`config.mk`:
```
export PLATFORM = sky130hd
export DESIGN_NAME = mesh_frame_sequencer
export DESIGN_NICKNAME = d
export VERILOG_FILES = /design/src/rtl/mesh_frame_sequencer.sv
export SDC_FILE = /design/constraint.sdc
export NUM_CORES = 1
export LEC_CHECK = 0
export CORE_AREA = 4 4 413 415
export DETAILED_ROUTE_END_ITERATION = 10
export DIE_AREA = 0 0 417 419
export GPL_ROUTABILITY_DRIVEN = 0
export PLACE_DENSITY_LB_ADDON = 0.2
export SLEW_MARGIN = 25
export SYNTH_ARGS = -nofsm -noshare
export SYNTH_HDL_FRONTEND = slang
export SYNTH_SLANG_ARGS = --single-unit
```
`constraint.sdc`:
```
create_clock -name clk -period 4.3 [get_ports clk]
set_clock_uncertainty 0.2 [all_clocks]
set_input_delay 0.43 -clock clk [delete_from_list [all_inputs] [get_ports clk]]
set_output_delay 0.43 -clock clk [all_outputs]
set_load 0.01 [all_outputs]
```
`src/rtl/mesh_frame_sequencer.sv`:
```
// Streams ROWS pixel rows into a compute mesh, then settles, evaluates and captures the mesh result.
// Optional MESH_SEQ_FRAME_CNT_EN adds a 16-bit count of delivered results (frame_cnt).
module mesh_frame_sequencer #(
  parameter int ROWS       = 18,
  parameter int COLS       = 26,
  parameter int BPP        = 2,
  parameter int SETTLE_CYC = 1,
  parameter int EVAL_CYC   = 4
) (
  input  logic                   clk,
  input  logic                   rst,
  input  logic [COLS*BPP-1:0]    s_row_data,
  input  logic                   s_row_valid,
  output logic                   s_row_ready,
  output logic [COLS*BPP-1:0]    m_inp,
  output logic [4:0]             m_row,
  output logic                   m_high,
  input  logic [ROWS*COLS-1:0]   m_out,
  output logic [ROWS*COLS-1:0]   res_data,
  output logic                   res_valid,
  input  logic                   res_ready,
  output logic                   busy
`ifdef MESH_SEQ_FRAME_CNT_EN
  ,
  output logic [15:0]            frame_cnt
`endif
);

  typedef enum logic [1:0] {LOAD, SETTLE, EVAL} state_t;

  localparam logic [4:0] ROW_LAST    = 5'(ROWS - 1);
  localparam logic [7:0] SETTLE_LAST = 8'(SETTLE_CYC - 1);
  localparam logic [7:0] EVAL_LAST   = 8'(EVAL_CYC - 1);

  state_t                 state_q, state_d;
  logic [4:0]             row_cnt_q, row_cnt_d;
  logic [7:0]             phase_cnt_q, phase_cnt_d;
  logic [COLS*BPP-1:0]    m_inp_q, m_inp_d;
  logic [4:0]             m_row_q, m_row_d;
  logic [ROWS*COLS-1:0]   res_data_q, res_data_d;
  logic                   res_valid_q, res_valid_d;
  logic                   slot_busy;

  always_ff @(posedge clk) begin
    if (rst) begin
      state_q     <= LOAD;
      row_cnt_q   <= '0;
      phase_cnt_q <= '0;
      m_inp_q     <= '0;
      m_row_q     <= '0;
      res_data_q  <= '0;
      res_valid_q <= 1'b0;
    end else begin
      state_q     <= state_d;
      row_cnt_q   <= row_cnt_d;
      phase_cnt_q <= phase_cnt_d;
      m_inp_q     <= m_inp_d;
      m_row_q     <= m_row_d;
      res_data_q  <= res_data_d;
      res_valid_q <= res_valid_d;
    end
  end

  always_comb begin
    state_d     = state_q;
    row_cnt_d   = row_cnt_q;
    phase_cnt_d = phase_cnt_q;
    m_inp_d     = m_inp_q;
    m_row_d     = m_row_q;
    res_data_d  = res_data_q;
    res_valid_d = res_valid_q;
    slot_busy   = res_valid_q & ~res_ready;

    // A release and a fresh capture on the same edge leave res_valid set.
    if (res_valid_q && res_ready) begin
      res_valid_d = 1'b0;
    end

    case (state_q)
      LOAD: begin
        if (s_row_valid) begin
          m_inp_d = s_row_data;
          m_row_d = row_cnt_q;
          if (row_cnt_q == ROW_LAST) begin
            row_cnt_d   = '0;
            phase_cnt_d = '0;
            state_d     = SETTLE;
          end else begin
            row_cnt_d = row_cnt_q + 5'd1;
          end
        end
      end
      SETTLE: begin
        // Evaluation waits here until the previous result has been taken.
        if (phase_cnt_q < SETTLE_LAST) begin
          phase_cnt_d = phase_cnt_q + 8'd1;
        end else if (!slot_busy) begin
          phase_cnt_d = '0;
          state_d     = EVAL;
        end
      end
      EVAL: begin
        if (phase_cnt_q == EVAL_LAST) begin
          res_data_d  = m_out;
          res_valid_d = 1'b1;
          phase_cnt_d = '0;
          state_d     = LOAD;
        end else begin
          phase_cnt_d = phase_cnt_q + 8'd1;
        end
      end
      default: begin
        state_d = LOAD;
      end
    endcase
  end

  assign s_row_ready = (state_q == LOAD);
  assign m_high      = (state_q == EVAL);
  assign busy        = (state_q != LOAD) | (row_cnt_q != 5'd0);
  assign m_inp       = m_inp_q;
  assign m_row       = m_row_q;
  assign res_data    = res_data_q;
  assign res_valid   = res_valid_q;

`ifdef MESH_SEQ_FRAME_CNT_EN
  logic [15:0] frame_cnt_q, frame_cnt_d;

  always_comb begin
    frame_cnt_d = frame_cnt_q;
    if (res_valid_q && res_ready) begin
      frame_cnt_d = frame_cnt_q + 16'd1;
    end
  end

  always_ff @(posedge clk) begin
    if (rst) begin
      frame_cnt_q <= '0;
    end else begin
      frame_cnt_q <= frame_cnt_d;
    end
  end

  assign frame_cnt = frame_cnt_q;
`endif

endmodule

```
# Word-level counts from Yosys, hierarchy flattened
# Index checks and enable logic that the tools add are counted.
[op_classes]
n_eq_ne = 10
n_lt_le_gt_ge = 1
addsub = 2
reduce_logical = 9
muxes = 16
n_bitwise = 3
[op_table]
columns = ["operator", "count"]
rows = [
  ["8-bit 2-to-1 mux", 5],
  ["8-bit case mux with 3 select lines", 1],
  ["2-bit 2-to-1 mux", 5],
  ["8-bit by 1-bit adder with 8-bit output (second input constant)", 1],
  ["8-bit by 2-bit equality test with 1-bit output (second input constant)", 1],
  ["8-bit by 1-bit < comparator with 1-bit output (second input constant)", 1],
  ["2-bit != test (second input constant)", 3],
  ["2-bit case mux with 3 select lines", 1],
  ["5-bit by 1-bit adder with 5-bit output (second input constant)", 1],
  ["5-bit equality test (second input constant)", 1],
  ["5-bit 2-to-1 mux", 1],
  ["5-bit AND reduction", 1],
  ["5-bit nonzero test", 1],
  ["2-bit by 1-bit != test with 1-bit output (second input constant)", 2],
  ["2-bit AND reduction", 2],
  ["4-bit AND reduction", 1],
  ["1-bit 2-to-1 mux", 3],
  ["3-bit != test (second input constant)", 1],
  ["3-bit nonzero test", 1],
  ["2-bit by 1-bit equality test with 1-bit output (second input constant)", 1],
  ["2-bit equality test (second input constant)", 1],
  ["2-bit logical NOT", 1],
  ["2-bit nonzero test", 1],
  ["1-bit AND", 1],
  ["other kinds (3)", 3],
]
[totals]
ff_bits = 541
out_inout_bits = 529
inputBits = 524
elab_cells = 48

# Logic depth before layout (Yosys ltp)
# Gate-level depths: netlist (run 1).
[depth]
depth_word = 5
mapped_depth = 8
mapped_depth_nobuf = 6

# Worst setup path before layout (run 1)
# OpenSTA, ideal clock, no wires.
[synth_timing]
path_type = "reg2reg"
startpoint = "reg phase_cnt_q[4]"
endpoint = "reg res_data_q[100] (netlist: res_data[100])"
arrival_time_ns = 1.945
n_path_buf = 4
stages_incl_launch_ff = 9
setup_ns = 0.132
path_slack_ns = 2.023
cell_sequence = "dfxtp_1 clkbuf_2 or4_4 or4_1 buf_4 buf_6 buf_6 nand2_1 a21oi_1"
[synth_between]
elab_chain_len = 2
[synth_rtl]
columns = ["item", "line_no", "text"]
rows = [
  ["start, declared", "37", "logic [7:0] phase_cnt_q, phase_cnt_d;"],
  ["start signal, assigned", "56", "phase_cnt_q <= phase_cnt_d;"],
  ["8-bit by 2-bit equality test with 1-bit output", "103", "if (phase_cnt_q == EVAL_LAST) begin"],
  ["2-bit AND reduction (no source line)", "n/a", ""],
  ["end signal, assigned", "59", "res_data_q <= res_data_d;"],
  ["end, declared", "40", "logic [ROWS*COLS-1:0] res_data_q, res_data_d;"],
]
# Every way passes these cells.
# A chain may end at the register's enable or synchronous reset.

# Final worst setup path (run 1)
[layout_timing]
startpoint = "reg phase_cnt_q[4]"
endpoint = "reg res_data_q[258] (netlist: res_data[258])"
# Same word-level chain as after synthesis.

==> impl_metrics.json, run 1 <==
{
  "cp-end-kind": "flip-flop",
  "yosysTopAreaCell": "dfxtp_1",
  "holdCritPathClass": "input pin to flip-flop",
  "grt_pass1_vias": 19203,
  "drtPass1Iterations": 5,
  "wl_mm": 110,
  "vdd_ir_drop_max_mv": 0.231,
  "fillers": 18640,
  "coreArea_um2": 167000,
  "htreeDepth": 3,
  "seq_area_frac_synth_pct": 57.0,
  "synth_fp_nets": 2901,
  "path_class": "flip-flop to flip-flop",
  "drtIter0Drc": 1044,
  "dpl.hpwl_mm": 82.3,
  "yosysWarnings": 0,
  "finalHoldViolCount": 0,
  "power_mw": 12.5,
  "initial_core_util_pct": 11.4,
  "port_buffers": 1052,
  "ctsResizeCount": 0,
  "clkTransAtPathRegs_ns": 0.05,
  "max_slew_margin_pct": 39.9,
  "synth.cell_area_um2": 19000,
  "detail-route-antenna-nets": 0,
  "hold_buffers": 0,
  "ys_types": 42,
  "die_area_um2": 175000,
  "ys_seq_elements": 541,
  "clock_latency_ns": 0.64,
  "rows": 150,
  "vias_per_cell": 3.47,
  "fp.dieH_um": 419,
  "required_ns": 4.66,
  "numClockSinks": 541,
  "ys_top_cells_by_area": "dfxtp_1 (57%), nand2_1 (21%), a21oi_1 (14%)",
  "grt_util_all_layers_pct": 11.8,
  "avgSynthCellArea_um2": 8.00,
  "antenna_found_initial": 19,
  "drc": 0,
  "wire_per_inst_um": 19.5,
  "cts_buffers": 76,
  "netlist_instances": 2373,
  "grt_pass1_wl_mm": 149,
  "dieWidth_um": 417,
  "tns_ns": 0,
  "vias": 19522,
  "crit_fanout": 55,
  "grt-ovfl-total": 0,
  "fmax_ghz": 0.345,
  "io_pins": 1053,
  "leakage_nw": 11.0,
  "min_period_ns": 2.90,
  "powerDensity_nw_per_um2": 365,
  "status": "finished clean",
  "tightest_slew_ns": 0.902,
  "grt_max_degree": 129,
  "syn_to_final_growth_pct": 80.3,
  "post-route-period-util_pct": 67.4,
  "drive_gt1_share_pct": 4.66,
  "synth_top_area_share_pct": 57.0,
  "maxCapViolations": 0,
  "cts_setup_buffers": 0,
  "setup_viol": 0,
  "clk_path_buf_depth": 3,
  "cp.arrival_ns": 3.25,
  "rsz0062_at_grt": "no",
  "cts-root-buf": "clkbuf_16",
  "nets": 3883,
  "maxSlewViolCount": 0,
  "cp-start-kind": "flip-flop",
  "tritoncts": "built"
}
[synth_stat cells]
library cell,count
clkbuf_2,1
xor2_1,3
or4_4,1
inv_1,6
a41oi_1,1
a21oi_1,531
or4_1,1
nor4b_1,1
buf_6,46
o22ai_1,2
nand3_1,4
nor4_1,1
dfxtp_1,541
o31ai_1,1
a31oi_1,3
and3_1,1
nand3b_1,1
nand2b_1,4
and4_1,1
a22oi_1,1
mux2_2,1
o2111ai_1,1
o211ai_1,1
nor2_1,8
nand2_1,1060
o21ai_0,1
o311ai_0,1
buf_4,1
clkbuf_1,81
o311a_1,1
buf_1,1
xnor2_1,1
ha_1,4
buf_2,48
nor2b_1,1
mux2i_1,1
nand4_1,4
nor4bb_1,1
nor3b_1,2
or3b_2,1
o21ba_2,1
a32oi_1,1
[state kept, by name, summed over array words and instances (netlist names)]
register     flops
m_inp           52
m_row            5
phase_cnt_q      8
res_data       468
res_valid        1
row_cnt_q        5
state_q          2
[per-stage QoR]
stage	util, %	hold slack [ns]	instances	setup slack, ns	instance area (um2)
6_report	20.5	0.0870	5630	1.40	34200
5_1_grt	20.5	0.0581	5630	1.25	34200
4_1_cts	20.5	0.00659	5616	1.34	34200
3_5_place_dp	18.9	0.246	5481	1.36	31600
3_3_place_gp	18.9	0.240	5481	1.38	31600
2_1_floorplan	-	0.226	2373	2.02	19000
[layer usage]
layer  GRT usage, %  part of all wire (%)
met5              0                 0.037
met4           3.83                   2.2
met3           4.48                   7.9
met2           20.1                    50
met1           13.6                    40
[cells in the final DEF, fill, tap and decap left out, types with 3 or more instances in the layout]
master / synthesis / final
clkbuf_8: 0 / 24
bufinv_16: 0 / 5
clkinv_8: 0 / 3
clkdlybuf4s50_1: 0 / 1051
xor2_1: 3 / 3
dfxtp_1: 541 / 541
nor2_1: 8 / 8
buf_12: 0 / 9
nand3_1: 4 / 4
buf_4: 1 / 21
inv_1: 6 / 6
clkbuf_16: 0 / 77
clkinv_2: 0 / 5
clkbuf_1: 81 / 14
nand2_1: 1060 / 1060
a31oi_1: 3 / 3
clkinv_4: 0 / 3
ha_1: 4 / 4
nand4_1: 4 / 4
diode_2: 0 / 14
nand2b_1: 4 / 4
a21oi_1: 531 / 531
[worst paths after layout]
kind / from / endpoint / slack (ns) / depth (start not counted)
setup reg to reg: phase_cnt_q[4] / res_data[258] / 1.40 / 6
hold reg to reg: res_data[356] / res_data[356] / 0.25 / 2
hold / removal: rst / m_inp[11] / 0.09 / 2
setup / recovery: phase_cnt_q[4] / res_data[258] / 1.40 / 6
[kinds of logic after synthesis]
| group | synth area share [%] |
|---|---|
| and+or+nand+nor | 22.0 |
| AOI/OAI and AO/OA | 14.6 |
| DFF | 57.0 |
| buffers and inverters | 5.80 |
| xor gates and xnor gates | 0.185 |
| adders and majority gates | 0.264 |
| muxes | 0.112 |
[area by class of cell]
class	count	area, um2	area share, %
clock buffer	115	2310	6.75
sequential	541	10800	31.6
tap	2204	2760	8.06
inverter	6	22.5	0.0658
clock inverter	20	327	0.954
timing repair buffer	1082	10900	31.8
multi-input combinational	1648	7070	20.7
antenna	14	35.0	0.102
[power breakdown]
part	leakage [nW]	internal [mW]	switching [mW]
clock	1.29	4.03	2.63
combinational	5.34	0.494	0.267
sequential	4.37	5.04	0.0154
[worst max-delay path, stage by stage, from the launching register on]
cell	delay (ns)
dfxtp_1	0.37
or4_4	0.54
nor4_2	0.50
buf_12	0.31
buf_4	0.43
nand2_1	0.21
a21oi_1	0.16
Power figures use the tool's default switching activity.
==> run 2: changes to the inputs <==
--- a/config.mk
+++ b/config.mk
@@ -5,9 +5,9 @@
 export SDC_FILE = /design/constraint.sdc
 export NUM_CORES = 1
 export LEC_CHECK = 0
-export CORE_AREA = 4 4 413 415
+export CORE_AREA = 4 4 414 416
 export DETAILED_ROUTE_END_ITERATION = 10
-export DIE_AREA = 0 0 417 419
+export DIE_AREA = 0 0 418 420
 export GPL_ROUTABILITY_DRIVEN = 0
 export PLACE_DENSITY_LB_ADDON = 0.2
 export SLEW_MARGIN = 25
==> constraint.sdc (replaced) <==
create_clock -name clk -period 2.65 [get_ports clk]
set_clock_uncertainty 0.2 [all_clocks]
set_input_delay 0.265 -clock clk [delete_from_list [all_inputs] [get_ports clk]]
set_output_delay 0.265 -clock clk [all_outputs]
set_load 0.01 [all_outputs]
==> run 2 against run 1 <==
Effect of this change:
- register-to-register slack lost 1.3 ns
- largest power group unchanged
- count of clock-buffer cells in the layout is 6 lower
- core utilization grew 3.0 points
- global-route usage rose by 0.20 points
- total power grew 64%
- via count is 9.9% higher
- routed wire length increased by 2.0%
- critical path depth unchanged
- first-iteration DRC count down 14%
- largest cell class unchanged
- sequential share of layout area fell by 4.1 points
- critical endpoint is now res_data[315]
==> impl_metrics.json, run 2 (synthesized netlist as in run 1, its figures left out) <==
{
  "cp-start-kind": "flip-flop",
  "drc": 0,
  "post-route-period-util_pct": 95.2,
  "met3_length_mm": 7.40,
  "most-common-layout-cells": "nand2_1 (1,060), clkdlybuf4s50_1 (1,049), dfxtp_1 (541)",
  "grt_max_degree": 157,
  "maxCapViolations": 0,
  "max_slew_margin_pct": 44.9,
  "slowest_stage": "or4_4",
  "cp.arrival_ns": 2.83,
  "dieWidth_um": 418,
  "finalWorstSetupSlack_ns": 0.127,
  "holdCritPathClass": "input pin to flip-flop",
  "cts_buffers": 77,
  "die_area_um2": 176000,
  "clk_path_buf_depth": 3,
  "required_ns": 2.95,
  "coreArea_um2": 167000,
  "cp_cell_sequence": "or4_4 -> or4_4 -> buf_12 -> buf_12 -> nand2_1 -> a21oi_1",
  "antenna_found_initial": 7,
  "cts_setup_buffers": 0,
  "fmax_ghz": 0.396,
  "clkTransAtPathRegs_ns": 0.05,
  "path_class": "flip-flop to flip-flop",
  "detail-route-antenna-nets": 0,
  "finalHoldViolCount": 0,
  "cp_slowest_stage_delay_ns": 0.58,
  "numClockSinks": 541,
  "vdd_ir_drop_max_mv": 0.413,
  "dr_wl_met2_mm": 55.7,
  "dr.max_layer_used": "met4",
  "vias": 21445,
  "setup_viol": 0,
  "m1WireLength_mm": 45.1,
  "final_common_cell": "nand2_1",
  "rsz0062_at_grt": "no",
  "syn_to_final_growth_pct": 107,
  "place_ws_ns": -0.0239,
  "initial_core_util_pct": 11.4,
  "rows": 150,
  "nets": 4393,
  "drive_gt1_share_pct": 4.54,
  "clock_latency_ns": 0.65,
  "drtPass1Iterations": 5,
  "grt_pass1_vias": 21996,
  "cp-end-kind": "flip-flop",
  "maxSlewViolCount": 0,
  "status": "finished clean",
  "leakage_nw": 13.1,
  "cts-root-buf": "clkbuf_16",
  "htreeDepth": 3,
  "dpl.hpwl_mm": 83.9,
  "min_period_ns": 2.52,
  "tritoncts": "built",
  "tightest_slew_ns": 0.826,
  "vias_per_cell": 3.50,
  "fillers": 18382,
  "wire_per_inst_um": 18.2,
  "largest_reg_flops": 468,
  "port_buffers": 1052,
  "io_pins": 1053,
  "drtIter0Drc": 900,
  "crit_fanout": 79,
  "powerDensity_nw_per_um2": 522,
  "wl_mm": 112,
  "grt-ovfl-total": 0,
  "grt_util_all_layers_pct": 12.0,
  "fp.dieH_um": 420,
  "grt_pass1_wl_mm": 155,
  "tns_ns": 0
}
run 2: cell count changes in the layout (fill, tap and decap cells not counted), moves of 7 or more:
cell           change
buf_4             +13
clkbuf_1           +7
diode_2            -8
buf_12            +13
clkbuf_8          -13
dlygate4sd3_1    +481
run 2: final timing paths:
kind | startpoint | end | slack [ns] | cells after the start
max reg2reg | phase_cnt_q[7] | res_data[315] | 0.13 | 6
max | phase_cnt_q[7] | res_data[315] | 0.13 | 6
min reg2reg | res_data[323] | res_data[323] | 0.25 | 2
min | m_out[66] | res_data[66] | 0.07 | 3
run 2: routing by layer:
layer  up-vias  track usage [%]
met1     10010             13.8
met2       641             20.8
met3       149             3.74
li1      10645                -
met4         0             4.44
met5         -                0
run 2: timing repair:
item / 4_1_cts / 5_1_grt
gates cloned: 0 / 0
setup endpoints to repair: 4 / 7
hold buffers: 481 / 0
resized for setup: 3 / 3
endpoints found under the hold margin: 512 / 0
run 2: layout make-up:
cell class                      instances  area (um2)  area share, %
Timing Repair Buffer                 1591       16100           40.9
Sequential cell                       541       10800           27.6
Multi-Input combinational cell       1648        7080           18.0
Tap cell                             2204        2760           7.02
Clock buffer                          109        2160           5.49
Clock inverter                         23         340          0.866
Inverter                                6        22.5         0.0573
Antenna cell                            6        15.0         0.0382
run 2: critical path, delay by kind of cell (launching register included):
kind,cells,cell delay (ns)
DFF,1,0.32
AOI/OAI and AO/OA,1,0.07
and+or+nand+nor,3,1.27
buffers and inverters,2,0.37
run 2: power breakdown:
part           internal (mW)  leakage [nW]  switching (mW)
clock                   6.12          1.21            4.30
combinational           1.28          7.57           0.613
sequential              8.18          4.37          0.0256
run 2: stage by stage:
stage | utilization, % | total power, mW | std cells | area [um2] | hold WS (ns)
floorplan | - | 8.61 | 2373 | 19000 | 0.201
global placement | 19.1 | 9.66 | 5509 | 31900 | 0.237
detailed placement | 19.1 | 9.66 | 5509 | 31900 | 0.246
CTS | 23.5 | 21.1 | 6122 | 39300 | 0.00145
global route | 23.5 | 21.4 | 6127 | 39300 | 0.0186
finish | 23.5 | 20.5 | 6128 | 39300 | 0.0661
